### config.mk
export PLATFORM = sky130hd
export DESIGN_NAME = hex_scan_disp_flat
export DESIGN_NICKNAME = d
export VERILOG_FILES = /design/src/rtl/hex_scan_disp_if.sv /design/src/rtl/hex_scan_disp.sv /design/src/flat_wrapper.sv
export SDC_FILE = /design/constraint.sdc
export NUM_CORES = 1
export LEC_CHECK = 0
export CELL_PAD_IN_SITES_DETAIL_PLACEMENT = 0
export CELL_PAD_IN_SITES_GLOBAL_PLACEMENT = 1
export CORE_MARGIN = 10
export CORE_UTILIZATION = 39
export DETAILED_ROUTE_END_ITERATION = 16
export PLACE_DENSITY_LB_ADDON = 0.3
export SYNTH_ARGS = -nofsm -noshare
export SYNTH_HDL_FRONTEND = slang
export SYNTH_SLANG_ARGS = --single-unit
### constraint.sdc
create_clock -name clk -period 2.5 [get_ports clk]
set_input_delay 0.25 -clock clk [delete_from_list [all_inputs] [get_ports clk]]
set_output_delay 0.25 -clock clk [all_outputs]
set_load 0.02 [all_outputs]
### src/rtl/hex_scan_disp_if.sv
// Valid/ready word handshake from the FIFO drain path into the display scanner.
interface hex_scan_disp_if #(
    parameter int unsigned DATA_W = 16
);
    logic [DATA_W-1:0] din;
    logic              din_valid;
    logic              din_ready;

    modport master (output din, output din_valid, input  din_ready);
    modport slave  (input  din, input  din_valid, output din_ready);
endinterface

### src/rtl/hex_scan_disp.sv
// Multiplexed hex 7-segment scanner that paces upstream pops by full scan frames.
// Optional build macro HEX_SCAN_LEADING_ZERO_BLANK_EN blanks digits above the top non-zero nibble.
module hex_scan_disp #(
    parameter int unsigned DATA_W      = 16,
    parameter int unsigned DIGITS      = 4,
    parameter int unsigned REFRESH_DIV = 100000,
    parameter int unsigned HOLD_FRAMES = 4,
    parameter int unsigned SEG_POL     = 1,
    parameter int unsigned DIG_POL     = 0
) (
    input  logic              clk,
    input  logic              rst,
    hex_scan_disp_if.slave    bus,
    output logic [7:0]        seg,
    output logic [DIGITS-1:0] dig,
    output logic              frame_tick
);
    localparam int unsigned PRE_W = $clog2(REFRESH_DIV);
    localparam int unsigned IDX_W = (DIGITS > 1) ? $clog2(DIGITS) : 1;
    localparam int unsigned FC_W  = $clog2(HOLD_FRAMES + 1);
    localparam logic [7:0]        SEG_OFF = (SEG_POL != 0) ? 8'h00 : 8'hFF;
    localparam logic [DIGITS-1:0] DIG_OFF = {DIGITS{1'(DIG_POL == 0)}};
    localparam logic [DIGITS-1:0] DIG_ONE = DIGITS'(1);

    typedef enum logic [1:0] {S_EMPTY, S_SHOW, S_READY} state_t;

    state_t            state;
    logic [PRE_W-1:0]  presc;
    logic [IDX_W-1:0]  idx;
    logic [FC_W-1:0]   fcnt;
    logic [DATA_W-1:0] hold;

    logic              tc_c;
    logic              last_c;
    logic              xfer_c;
    logic              blank_c;
    logic [3:0]        nib_c;
    logic [7:0]        seg_on_c;
    logic [DIGITS-1:0] dig_on_c;
    logic [3:0]        nibs [DIGITS];

    function automatic logic [7:0] hex7(input logic [3:0] n);
        logic [7:0] s;
        unique case (n)
            4'h0: s = 8'h3F;  4'h1: s = 8'h06;  4'h2: s = 8'h5B;  4'h3: s = 8'h4F;
            4'h4: s = 8'h66;  4'h5: s = 8'h6D;  4'h6: s = 8'h7D;  4'h7: s = 8'h07;
            4'h8: s = 8'h7F;  4'h9: s = 8'h6F;  4'hA: s = 8'h77;  4'hB: s = 8'h7C;
            4'hC: s = 8'h39;  4'hD: s = 8'h5E;  4'hE: s = 8'h79;  4'hF: s = 8'h71;
        endcase
        return s;
    endfunction

    for (genvar g = 0; g < DIGITS; g++) begin : g_nib
        assign nibs[g] = hold[4*g +: 4];
    end

    assign tc_c   = (presc == PRE_W'(REFRESH_DIV - 1));
    assign last_c = (idx == IDX_W'(DIGITS - 1));
    assign xfer_c = bus.din_valid & bus.din_ready;
    assign nib_c  = nibs[idx];

    // Active-level segment and digit patterns for the current slot.
    always_comb begin
        seg_on_c = (SEG_POL != 0) ? hex7(nib_c) : ~hex7(nib_c);
        dig_on_c = (DIG_POL != 0) ? (DIG_ONE << idx) : ~(DIG_ONE << idx);
    end

`ifdef HEX_SCAN_LEADING_ZERO_BLANK_EN
    logic [IDX_W-1:0] msd_c;

    // Digit 0 is never blanked, so an all-zero word still shows one "0".
    always_comb begin
        msd_c = '0;
        for (int unsigned i = 1; i < DIGITS; i++) begin
            if (hold[4*i +: 4] != 4'h0) msd_c = IDX_W'(i);
        end
    end
    assign blank_c = (idx > msd_c);
`else
    assign blank_c = 1'b0;
`endif

    always_ff @(posedge clk or negedge rst) begin
        if (!rst) begin
            state         <= S_EMPTY;
            presc         <= '0;
            idx           <= '0;
            fcnt          <= '0;
            hold          <= '0;
            frame_tick    <= 1'b0;
            bus.din_ready <= 1'b0;
            seg           <= SEG_OFF;
            dig           <= DIG_OFF;
        end else begin
            presc      <= tc_c ? '0 : presc + 1'b1;
            frame_tick <= tc_c & last_c;
            if (tc_c) idx <= last_c ? '0 : idx + 1'b1;
            if (xfer_c) hold <= bus.din;

            // Ready mirrors "next state is not SHOW"; a load always wins over a frame tick.
            unique case (state)
                S_EMPTY, S_READY: begin
                    if (xfer_c) begin
                        state         <= S_SHOW;
                        fcnt          <= '0;
                        bus.din_ready <= 1'b0;
                    end else begin
                        bus.din_ready <= 1'b1;
                    end
                end
                S_SHOW: begin
                    if (frame_tick) begin
                        fcnt <= fcnt + 1'b1;
                        if (fcnt == FC_W'(HOLD_FRAMES - 1)) begin
                            state         <= S_READY;
                            bus.din_ready <= 1'b1;
                        end
                    end
                end
                default: begin
                    state         <= S_EMPTY;
                    bus.din_ready <= 1'b0;
                end
            endcase

            if (state == S_EMPTY) begin
                seg <= SEG_OFF;
                dig <= DIG_OFF;
            end else begin
                seg <= seg_on_c;
                dig <= blank_c ? DIG_OFF : dig_on_c;
            end
        end
    end
endmodule
### src/flat_wrapper.sv
// flat-port wrapper written by rule: the top's interface ports become plain ports
module hex_scan_disp_flat 
#(
    parameter int unsigned DATA_W      = 16,
    parameter int unsigned DIGITS      = 4,
    parameter int unsigned REFRESH_DIV = 100000,
    parameter int unsigned HOLD_FRAMES = 4,
    parameter int unsigned SEG_POL     = 1,
    parameter int unsigned DIG_POL     = 0
)
  (clk, rst, seg, dig, frame_tick, bus_din, bus_din_valid, bus_din_ready);
  hex_scan_disp_if #(.DATA_W(DATA_W)) bus_i ();
  input  logic clk;
  input  logic rst;
  output logic [7:0] seg;
  output logic [DIGITS-1:0] dig;
  output logic frame_tick;
  input wire logic [$bits(bus_i.din)-1:0] bus_din;
  input wire logic [$bits(bus_i.din_valid)-1:0] bus_din_valid;
  output wire logic [$bits(bus_i.din_ready)-1:0] bus_din_ready;
  assign bus_i.din = bus_din;
  assign bus_i.din_valid = bus_din_valid;
  assign bus_din_ready = bus_i.din_ready;
  hex_scan_disp #(.DATA_W(DATA_W), .DIGITS(DIGITS), .REFRESH_DIV(REFRESH_DIV), .HOLD_FRAMES(HOLD_FRAMES), .SEG_POL(SEG_POL), .DIG_POL(DIG_POL)) u_core (.clk(clk), .rst(rst), .bus(bus_i), .seg(seg), .dig(dig), .frame_tick(frame_tick));
endmodule
==> results of run 1 <==
worst register-to-register path, delay by kind of cell (launching register included):
family                     cells  cell delay (ps)
DFF                            1              440
adders and majority gates      1              270
muxes                          2              800
buffers and inverters          1              160
AOI/OAI and AO/OA              1              270
timing repair:
| action | CTS | global route |
|---|---|---|
| resized for setup | 0 | 0 |
| hold endpoints to repair | 10 | 0 |
| hold buffers | 1 | 0 |
routing by layer:
| layer | global-route usage [%] | share of wire (%) | up-vias |
|---|---|---|---|
| met3 | 3.09 | 5.5 | 5 |
| met4 | 3.59 | 1.6 | 0 |
| met2 | 14.3 | 45 | 31 |
| met1 | 12.0 | 47 | 782 |
| li1 | - | - | 804 |
| met5 | 0 | 0 | - |
logic make-up (layout without fill, tap and decap cells):
family                     after synthesis  after routing  share of synthesized area, %
xor gates and xnor gates                15             15                          5.16
adders and majority gates               13             13                          6.39
other                                    1              1                         0.147
AOI/OAI and AO/OA                       22             22                          5.80
and+or+nand+nor                         65             65                          13.1
DFF                                     53             53                          52.3
buffers and inverters                   17             53                          3.59
muxes                                   26             26                          13.4
sequential cells by signal, indices dropped and copies added, names as in the netlist:
name / flops
u_core.dig: 4
u_core.seg: 7
u_core.hold: 16
u_core.fcnt: 3
u_core.state: 2
u_core.idx: 2
u_core.presc: 17
u_core.bus.din_ready: 1
u_core.frame_tick: 1
report_power, final:
| part | total [mW] | switching [mW] | internal [mW] |
|---|---|---|---|
| Sequential | 1.15 | 0.101 | 1.05 |
| Clock | 0.670 | 0.273 | 0.398 |
| Combinational | 0.858 | 0.411 | 0.447 |
| Total | 2.68 | 0.784 | 1.90 |
layout by cell type (no fill, tap or decap), types with 3 or more instances in the layout:
master           netlist  final
mux2_2                19     19
nand3_1                6      6
inv_1                  8      8
o21ai_0                7      7
clkdlybuf4s50_1        0     30
a21oi_1                3      3
buf_4                  1      5
and4_1                 4      4
xor2_1                10     10
dfrtp_1               49     49
dfstp_2                4      4
mux2i_1                3      3
nor2b_1                3      3
xnor2_1                5      5
ha_1                  13     13
nand4_1                5      5
and2_1                 3      3
a221oi_1               3      3
nand2_1               17     17
nor2_1                16     16
clkbuf_8               0      5
area by class of cell:
class	instances	area (um2)	share of cell area (%)
inverters	8	30.0	0.980
clock inverters	3	65.1	2.12
multi-input cells	142	1120	36.6
well taps	77	96.3	3.14
clock buffers	5	68.8	2.24
repair buffers	37	353	11.5
flip-flops and latches	53	1330	43.4
final timing paths:
check / start / end / slack (ps) / cells past startpoint
max in group asynchronous: rst / u_core.hold[14]$_DFFE_PN0P_ / 1520 / 3
worst max register to register: u_core.idx[0]$_DFFE_PN0N_ / u_core.seg[4]$_DFF_PN0_ / 470 / 5
worst min register to register: u_core.presc[0]$_DFF_PN0_ / u_core.presc[0]$_DFF_PN0_ / 490 / 1
min in group clk: u_core.presc[0]$_DFF_PN0_ / u_core.presc[0]$_DFF_PN0_ / 490 / 1
worst max-delay path: u_core.idx[0]$_DFFE_PN0N_ / u_core.seg[4]$_DFF_PN0_ / 470 / 5
worst min-delay path: rst / u_core.state[1]$_DFFE_PN0P_ / 380 / 2
==> results by group, run 1 <==
CTS
  – Post-CTS setup buffer count: 0
  – Clock Latency Late Sink: 300 ps
  – CTS HTree Levels: 2
  – CTS tree: yes
  – Worst-path clk slew: ~90 ps
  – CTS Root Cell: clkbuf_8
  – CTS Buf Count: 5
  – Clk sink count: 53
  – CTS max path bufs: 2

Floorplanning
  – Chip Height: 101 um
  – Core region area: around 6300 um2
  – Row cnt: 29
  – I/O pins: 33
  – DIE AREA: between 10,000 and 15,000 um2
  – Initial Util: 40.1%
  – Die width: 101 um

Global routing
  – Global-route wire length before repair: 7850 um
  – GRT Overall Usage: under 10%
  – Initial antenna violation count: 0
  – GR Overflow Total: 0
  – Largest net degree at the start of global routing: 23
  – Vias in the first global route: 1,645

Final layout
  – Post-route cell area: 3070 um2
  – Proportion of layout cells with a drive suffix above 1: between 10% and 20%
  – Fin cells: between 300 and 400
  – Inserted Diodes: 0
  – Filler instances: 585
  – Post-layout util: 48.3%
  – P&R area growth vs syn: 20.5%
  – Number of nets in the layout: between 200 and 300

STA
  – Slew Viols, Final: 0
  – Worst Skew: 4.13 ps
  – Period utilisation layout: between 80% and 90%
  – Slack of the critical path: roughly 470 ps
  – Minimum clock period: 2030 ps
  – Fmax: 493 MHz
  – RSZ-0062 raised after global routing: false
  – Least-Margin Pin Slew: 701 ps
  – TNS Setup: 0 ps
  – Slew HR: a little over half
  – Final Hold Vio Count: 0
  – Fin Hold WS: around 380 ps
  – Endpoints failing setup: 0

Critical path
  – Worst Path Class, Setup: reg2reg
  – Crit path buffers/inverters: 1
  – CP max FO: 6
  – Critical Path AT: approximately 2200 ps
  – Setup crit end kind: register
  – CP Data Required Time: 2690 ps
  – CP peak stage delay: roughly 700 ps
  – Crit path max-delay family: multiplexers
  – Critical path cell sequence: mux4_1, inv_1, ha_1, mux2i_1, o221a_2
  – Critical path startpoint category: register
  – Slowest CP cell: mux4_1

Yosys
  – Yosys warns: 0
  – Yosys cell types: between 40 and 50
  – Most numerous cell in the Yosys netlist: dfrtp_1
  – Dominant cell type by area after synthesis: dfrtp_1
  – Syn Nets: around 240
  – Post-synthesis sequential area ratio: a little over half
  – Top cells by count, synth: dfrtp_1, mux2_2, nand2_1, nor2_1, ha_1
  – Yosys reg bits: 53
  – Synth top area cells: dfrtp_1, mux2_2, ha_1
  – Post-synth EDFFs: 0
  – Dominant synthesized flop cell: dfrtp_1
  – Post-synth top area share: 48.2%
  – Ys async rst share: between 90% and 100%
  – Post-Syn Area: 2540 um2
  – Cells after synthesis: around 210
  – Syn_area_per_cell: 12.0 um2

Place
  – DP HPWL: between 3000 and 4000 um
  – Place WS: 486 ps
  – Inst Count DP: ~320
  – Port Buffer Count: 31
  – GPL Wtd Cong: 0.786
  – Post-DP Area: between 2000 and 3000 um2

Pwr
  – Worst vdd ir: 0.000507 V
  – Power Total: around 2.7 mW
  – Leak Pwr: 1.33 nW
  – P per Cell Area: around 870 nW/um2

Drt
  – DRC: 0
  – Via density: between 4 and 5
  – Total Wirelength: between 4000 and 5000 um
  – Routed wire length per instance: around 14 um
  – Vias: 1,622
  – Post-route ant nets: 0
  – Initial DRC Count: 28
  – DR pass1 iterations: 4

Hold path
  – Worst Hold Class: in2async

Outcome
  – Status: completed

Run
  – MaxCap Viol Count: 0
(Power assumes the default switching activity.)
==> inputs of run 2 (changes only) <==
- clock period: 2.5 -> 1.68 ns (I/O delays scaled with it)
==> results by group, run 2 (synthesis results as in run 1) <==
Critical path
  – Setup crit end: u_core.seg[0]$_DFF_PN0_ (was u_core.seg[4]$_DFF_PN0_)
  – FF-to-FF path depth: 5 (unchanged)
  – Flop2flop setup slack: -130 ps (was 470 ps)
  – Critical path startpoint category: register (unchanged)
  – Setup crit end kind: register (unchanged)
  – Critical Path AT: 2060 ps (was 2220 ps)
  – Reg2reg start: u_core.idx[0]$_DFFE_PN0N_ (unchanged)
  – CP Data Required Time: 1930 ps (was 2690 ps)
  – Worst R2R End: u_core.seg[0]$_DFF_PN0_ (was u_core.seg[4]$_DFF_PN0_)
  – CP max FO: 4 (was 6)
  – Crit path launch: u_core.idx[0]$_DFFE_PN0N_ (unchanged)
  – Worst Path Class, Setup: reg2reg (unchanged)

Global routing
  – Largest net degree at the start of global routing: 54 (was 23)
  – Initial antenna violation count: 0 (unchanged)
  – Vias in the first global route: 1,713 (was 1,645)
  – Global-route wire length before repair: 8220 um (was 7850 um)
  – GR Overflow Total: 0 (unchanged)
  – GRT Overall Usage: 9.87% (was 9.40%)

STA
  – Slew Viols, Final: 0 (unchanged)
  – Slack of the critical path: -129 ps (was 470 ps)
  – Minimum clock period: 1810 ps (was 2030 ps)
  – RSZ-0062 raised after global routing: true (was false)
  – Fin Hold WS: 372 ps (was 378 ps)
  – Final Hold Vio Count: 0 (unchanged)
  – Endpoints failing setup: 7 (was 0)
  – Worst Skew: 8.50 ps (was 4.13 ps)
  – Fmax: 553 MHz (was 493 MHz)
  – Period utilisation layout: 108% (was 81.2%)

Drt
  – Vias: 1,719 (was 1,622)
  – DR pass1 iterations: 4 (unchanged)
  – Total Wirelength: 4970 um (was 4610 um)
  – Post-route ant nets: 0 (unchanged)
  – Via density: 5.00 (was 4.99)
  – DRC: 0 (unchanged)
  – Routed wire length per instance: 14.4 um (was 14.2 um)
  – Initial DRC Count: 30 (was 28)

CTS
  – CTS Buf Count: 5 (unchanged)
  – Post-CTS setup buffer count: 0 (unchanged)
  – CTS max path bufs: 2 (unchanged)
  – CTS Root Cell: clkbuf_8 (unchanged)
  – CTS tree: yes (unchanged)
  – Worst-path clk slew: 100 ps (was 90 ps)
  – CTS HTree Levels: 2 (unchanged)
  – Clk sink count: 53 (unchanged)
  – Clock Latency Late Sink: 310 ps (was 300 ps)

Floorplanning
  – Core region area: 6350 um2 (unchanged)
  – I/O pins: 33 (unchanged)
  – Chip Height: 101 um (unchanged)
  – Row cnt: 29 (unchanged)
  – Initial Util: 40.1% (unchanged)
  – DIE AREA: 10,200 um2 (unchanged)
  – Die width: 101 um (unchanged)

Place
  – DP HPWL: 3460 um (was 3450 um)
  – Post-DP Area: 3080 um2 (was 2920 um2)
  – GPL Wtd Cong: 0.801 (was 0.786)
  – Port Buffer Count: 31 (unchanged)
  – Inst Count DP: 334 (was 316)

Final layout
  – Most frequent cells in the layout: dfrtp_1, clkdlybuf4s50_1, buf_4, mux2_2, nand2_1 (was dfrtp_1, clkdlybuf4s50_1, mux2_2, nand2_1, nor2_1)
  – Number of nets in the layout: 298 (was 279)
  – Biggest regs: u_core.presc (17), u_core.hold (16), u_core.seg (7) (unchanged)
  – Filler instances: 555 (was 585)
  – Largest register FFs: 17 (unchanged)
  – Proportion of layout cells with a drive suffix above 1: 25.8% (was 17.3%)
  – Leading cell type in the layout, fill and taps excluded: dfrtp_1 (unchanged)
  – Fin cells: 344 (was 325)
  – Post-layout util: 50.8% (was 48.3%)
  – Post-route cell area: 3230 um2 (was 3070 um2)
  – P&R area growth vs syn: 26.9% (was 20.5%)
  – Most flop-heavy register: u_core.presc (unchanged)
  – Inserted Diodes: 0 (unchanged)

Pwr
  – Leak Pwr: 1.40 nW (was 1.33 nW)
  – Power Total: 3.97 mW (was 2.68 mW)
  – Worst vdd ir: 0.000868 V (was 0.000507 V)
  – P per Cell Area: 1230 nW/um2 (was 874 nW/um2)

Outcome
  – Status: finished, violations left (was completed)
  – Failing checks: negative setup slack

Run
  – MaxCap Viol Count: 0 (unchanged)

Hold path
  – Worst Hold Class: in2async (unchanged)
==> run 2: how the worst min path moves through the flow <==
stage / from / endpoint / slack [ps]
after floorplan: rst / u_core.bus.din_ready$_DFFE_PN0P_ / -130
after detailed placement: rst / u_core.state[0]$_DFFE_PN0P_ / 190
after CTS: rst / u_core.fcnt[2]$_DFFE_PN0P_ / 380
after global placement: rst / u_core.state[0]$_DFFE_PN0P_ / 190
after global routing: rst / u_core.presc[1]$_DFF_PN0_ / 390
final: rst / u_core.fcnt[2]$_DFFE_PN0P_ / 370
==> run 2: where the power goes <==
group / switching, mW / internal (mW)
Clock: 0.456 / 0.305
Combinational: 0.665 / 0.813
Sequential: 0.172 / 1.56
Total: 1.29 / 2.68
==> run 2: per-stage QoR <==
step / setup TNS (ps) / setup WS [ps]
floorplan: -551 / -180
global placement: -652 / -129
detailed placement: -1060 / -170
CTS: -827 / -139
global route: -1320 / -235
finish: -563 / -129
==> run 2: layout make-up <==
class | count | area (um2) | share of cell area (%)
Sequential cell | 53 | 1330 | 41.3
Multi-Input combinational cell | 143 | 1160 | 36.0
Timing Repair Buffer | 55 | 513 | 15.9
Tap cell | 77 | 96.3 | 2.99
Clock buffer | 5 | 68.8 | 2.13
Inverter | 8 | 30.0 | 0.931
Clock inverter | 3 | 25.0 | 0.775
==> run 2: timing repair <==
item | 4_1_cts | 5_1_grt
pin swaps | 1 | 0
hold endpoints to repair | 49 | 0
hold buffers | 1 | 0
cloned | 0 | 1
setup endpoints to repair | 7 | 7
resized for setup | 3 | 1
==> run 2: worst max-delay path, cell delays in order (launching register included) <==
cell	delay, ps
dfrtp_2	420
mux4_2	590
ha_4	200
or3b_1	340
o221a_1	120
nor2_1	80
==> run 2: layer usage <==
layer  vias to the layer above  part of all wire (%)  track usage, %
li1                        848                     -               -
met1                       838                    49            12.6
met2                        28                    44            14.9
met3                         5                   4.9            3.36
met4                         0                   1.5            3.91
met5                         -                     0               0
==> patch, RTL diff (settings of run 2) <==
The 3 states of `state_t` get a one-hot encoding in 3 bits.
--- a/src/rtl/hex_scan_disp.sv
+++ b/src/rtl/hex_scan_disp.sv
@@ -23,5 +23,5 @@
     localparam logic [DIGITS-1:0] DIG_ONE = DIGITS'(1);
 
-    typedef enum logic [1:0] {S_EMPTY, S_SHOW, S_READY} state_t;
+    typedef enum logic [2:0] {S_EMPTY = 3'b001, S_SHOW = 3'b010, S_READY = 3'b100} state_t;
 
     state_t            state;
Formal check against the unedited RTL: same outputs for any inputs over 10 cycles, from zero or initial values and one cycle with rst low; not proved beyond that.
==> patch against run 2 <==
The flow still finishes with violations (negative setup slack); routed wire length up 10%; sequential share of layout area decreased by 1.1 points; worst setup slack lost 47 ps; power is 20% higher; area after synthesis grew 3.8%; count of clock-buffer cells in the layout up 2; final area increased by 4.9%; sequential cell count up 1; core utilization grew 1.6 points; combinational power is 39% higher; critical endpoint is now u_core.seg[1].
==> patch: results (changes against run 2) <==
- The met3 usage in global routing is 2.29% (-1.1 points).
- The number of instances resized during post-cts repair was 8 (+5).
- The checks that failed: negative setup slack.
- The leakage power summed over all cells is 1.44 nW (+2.8%).
- The sequential cell area fraction in the yosys report is 51.4% (-0.94 points).
- The maximum fanout count along the critical path is 5 (+1).
- The average detailed-routed wire length per instance was 15.6 microns (+7.8%).
- The sum of negative setup slack came to -978 ps (-414 ps).
- The area share of fa/ha/maj cells after synthesis came to 6.16% (-0.24 points).
- The worst-case hold slack was 368 ps (-3.54 ps).
- The global-route wire length before repair is 8990 microns (+9.4%).
- The iteration-0 DRC count of the detailed router is 43 (+43%).
- The layout sequential cell count was 54 (+1.9%).
- The fraction of met1 tracks used by global routing is 14.2% (+1.5 points).
- The net count of the mapped netlist was 258 (+5.7%).
- The routed metal-1 wirelength was 2580 microns (+5.7%).
- The number of distinct library cells after synthesis was 46 (+9.5%).
- The total met3 wirelength after detailed routing is 223 microns (-7.5%).
- The commonest cells after synthesis are sky130_fd_sc_hd__dfrtp_1 (49), sky130_fd_sc_hd__mux2_2 (19), sky130_fd_sc_hd__nor2_1 (18).
- The maximum vdd drop is 0.000600 V (-31%).
- The wire length on met2 is 2610 microns (+18%).
- The met2 global-route usage is 16.6% (+1.8 points).
- The flow ran to the end, but the final reports show violations.
- By area the synthesized netlist is led by sky130_fd_sc_hd__dfrtp_1 (46%), sky130_fd_sc_hd__mux2_2 (8.1%), sky130_fd_sc_hd__ha_1 (6.2%).
- The half-perimeter wire length after detailed placement was 3820 microns (+10%).
- The layout inverter count without the clock tree is 10 (+2).
- The portion of netlist area occupied by mux cells is 11.9% (-1.5 points).
- The width of the die came to 102 microns (+1.5%).
- The final net count is 306 (+2.7%).
- The final worst-path setup slack is -176 ps (-46.9 ps).
- The internal power component is 3.18 mW (+19%).
- The xor/xnor share of the synthesized area is 4.97% (-0.19 points).
- The clock group power was 0.906 mW (+19%).
- The proportion of layout cells with a drive suffix above 1 is 26.5% (+0.70 points).
- The layout filler cell count is 584 (+5.2%).
- The share of the synthesized area in compound gates (AO/OA/AOI/OAI) was 8.05% (+2.2 points).
- The number of setup buffers added after CTS is 1 (+1).
- The fraction of standard cell area in multi-input logic is 37.4% (+1.4 points).
- The detail-routed via count per cell came to 5.19 (+3.9%).
- The maximum number of pins on one net before global-route repair is 35 (-35%).
- The clock buffer instance count of the final layout is 7 (+2).
- The global router's overall resource usage is 10.6% (+0.77 points).
- The number of cells traversed by the worst register-to-register path is 4 (-1).
- The critical path required time came to 1890 ps (-40 ps).
- In this run the critical register-to-register path is captured at u_core.seg[1].
- The count of final setup violators is 7 (unchanged).
- The final estimated routing congestion in global placement is 0.804 (+0.35%).
- The multi-input combinational gate total came to 150 (+4.9%).
- The combined flip-flop and latch cell area is 1360 sq um (+2.0%).
- The clock network fraction of total power is 18.9% (-0.2 points).
- The via count of the first global-routing pass is 1861 (+8.6%).
patch: cell count changes after synthesis, moves of 3 or more:
| cell | change |
|---|---|
| sky130_fd_sc_hd__clkbuf_1 | +5 |
| sky130_fd_sc_hd__a21oi_1 | +5 |
| sky130_fd_sc_hd__xnor2_1 | +4 |
| sky130_fd_sc_hd__xor2_1 | -4 |
| sky130_fd_sc_hd__o21ai_0 | -3 |
patch: through the flow:
stage / worst slack [ps] / std cells / cell area, sq um / util [%]
floorplan: -113 / 226 / 2670 / -
global placement: -119 / 340 / 3150 / 48.8
detailed placement: -201 / 340 / 3150 / 48.8
CTS: -147 / 350 / 3330 / 51.5
global route: -228 / 352 / 3380 / 52.4
finish: -176 / 352 / 3380 / 52.4
patch: how the worst max path moves through the flow:
stage                         end  cells after the start
finish              u_core.seg[1]                      4
global route        u_core.seg[0]                      6
CTS                 u_core.seg[0]                      6
detailed placement  u_core.seg[5]                      5
global placement    u_core.seg[0]                      6
floorplan           u_core.seg[0]                      7
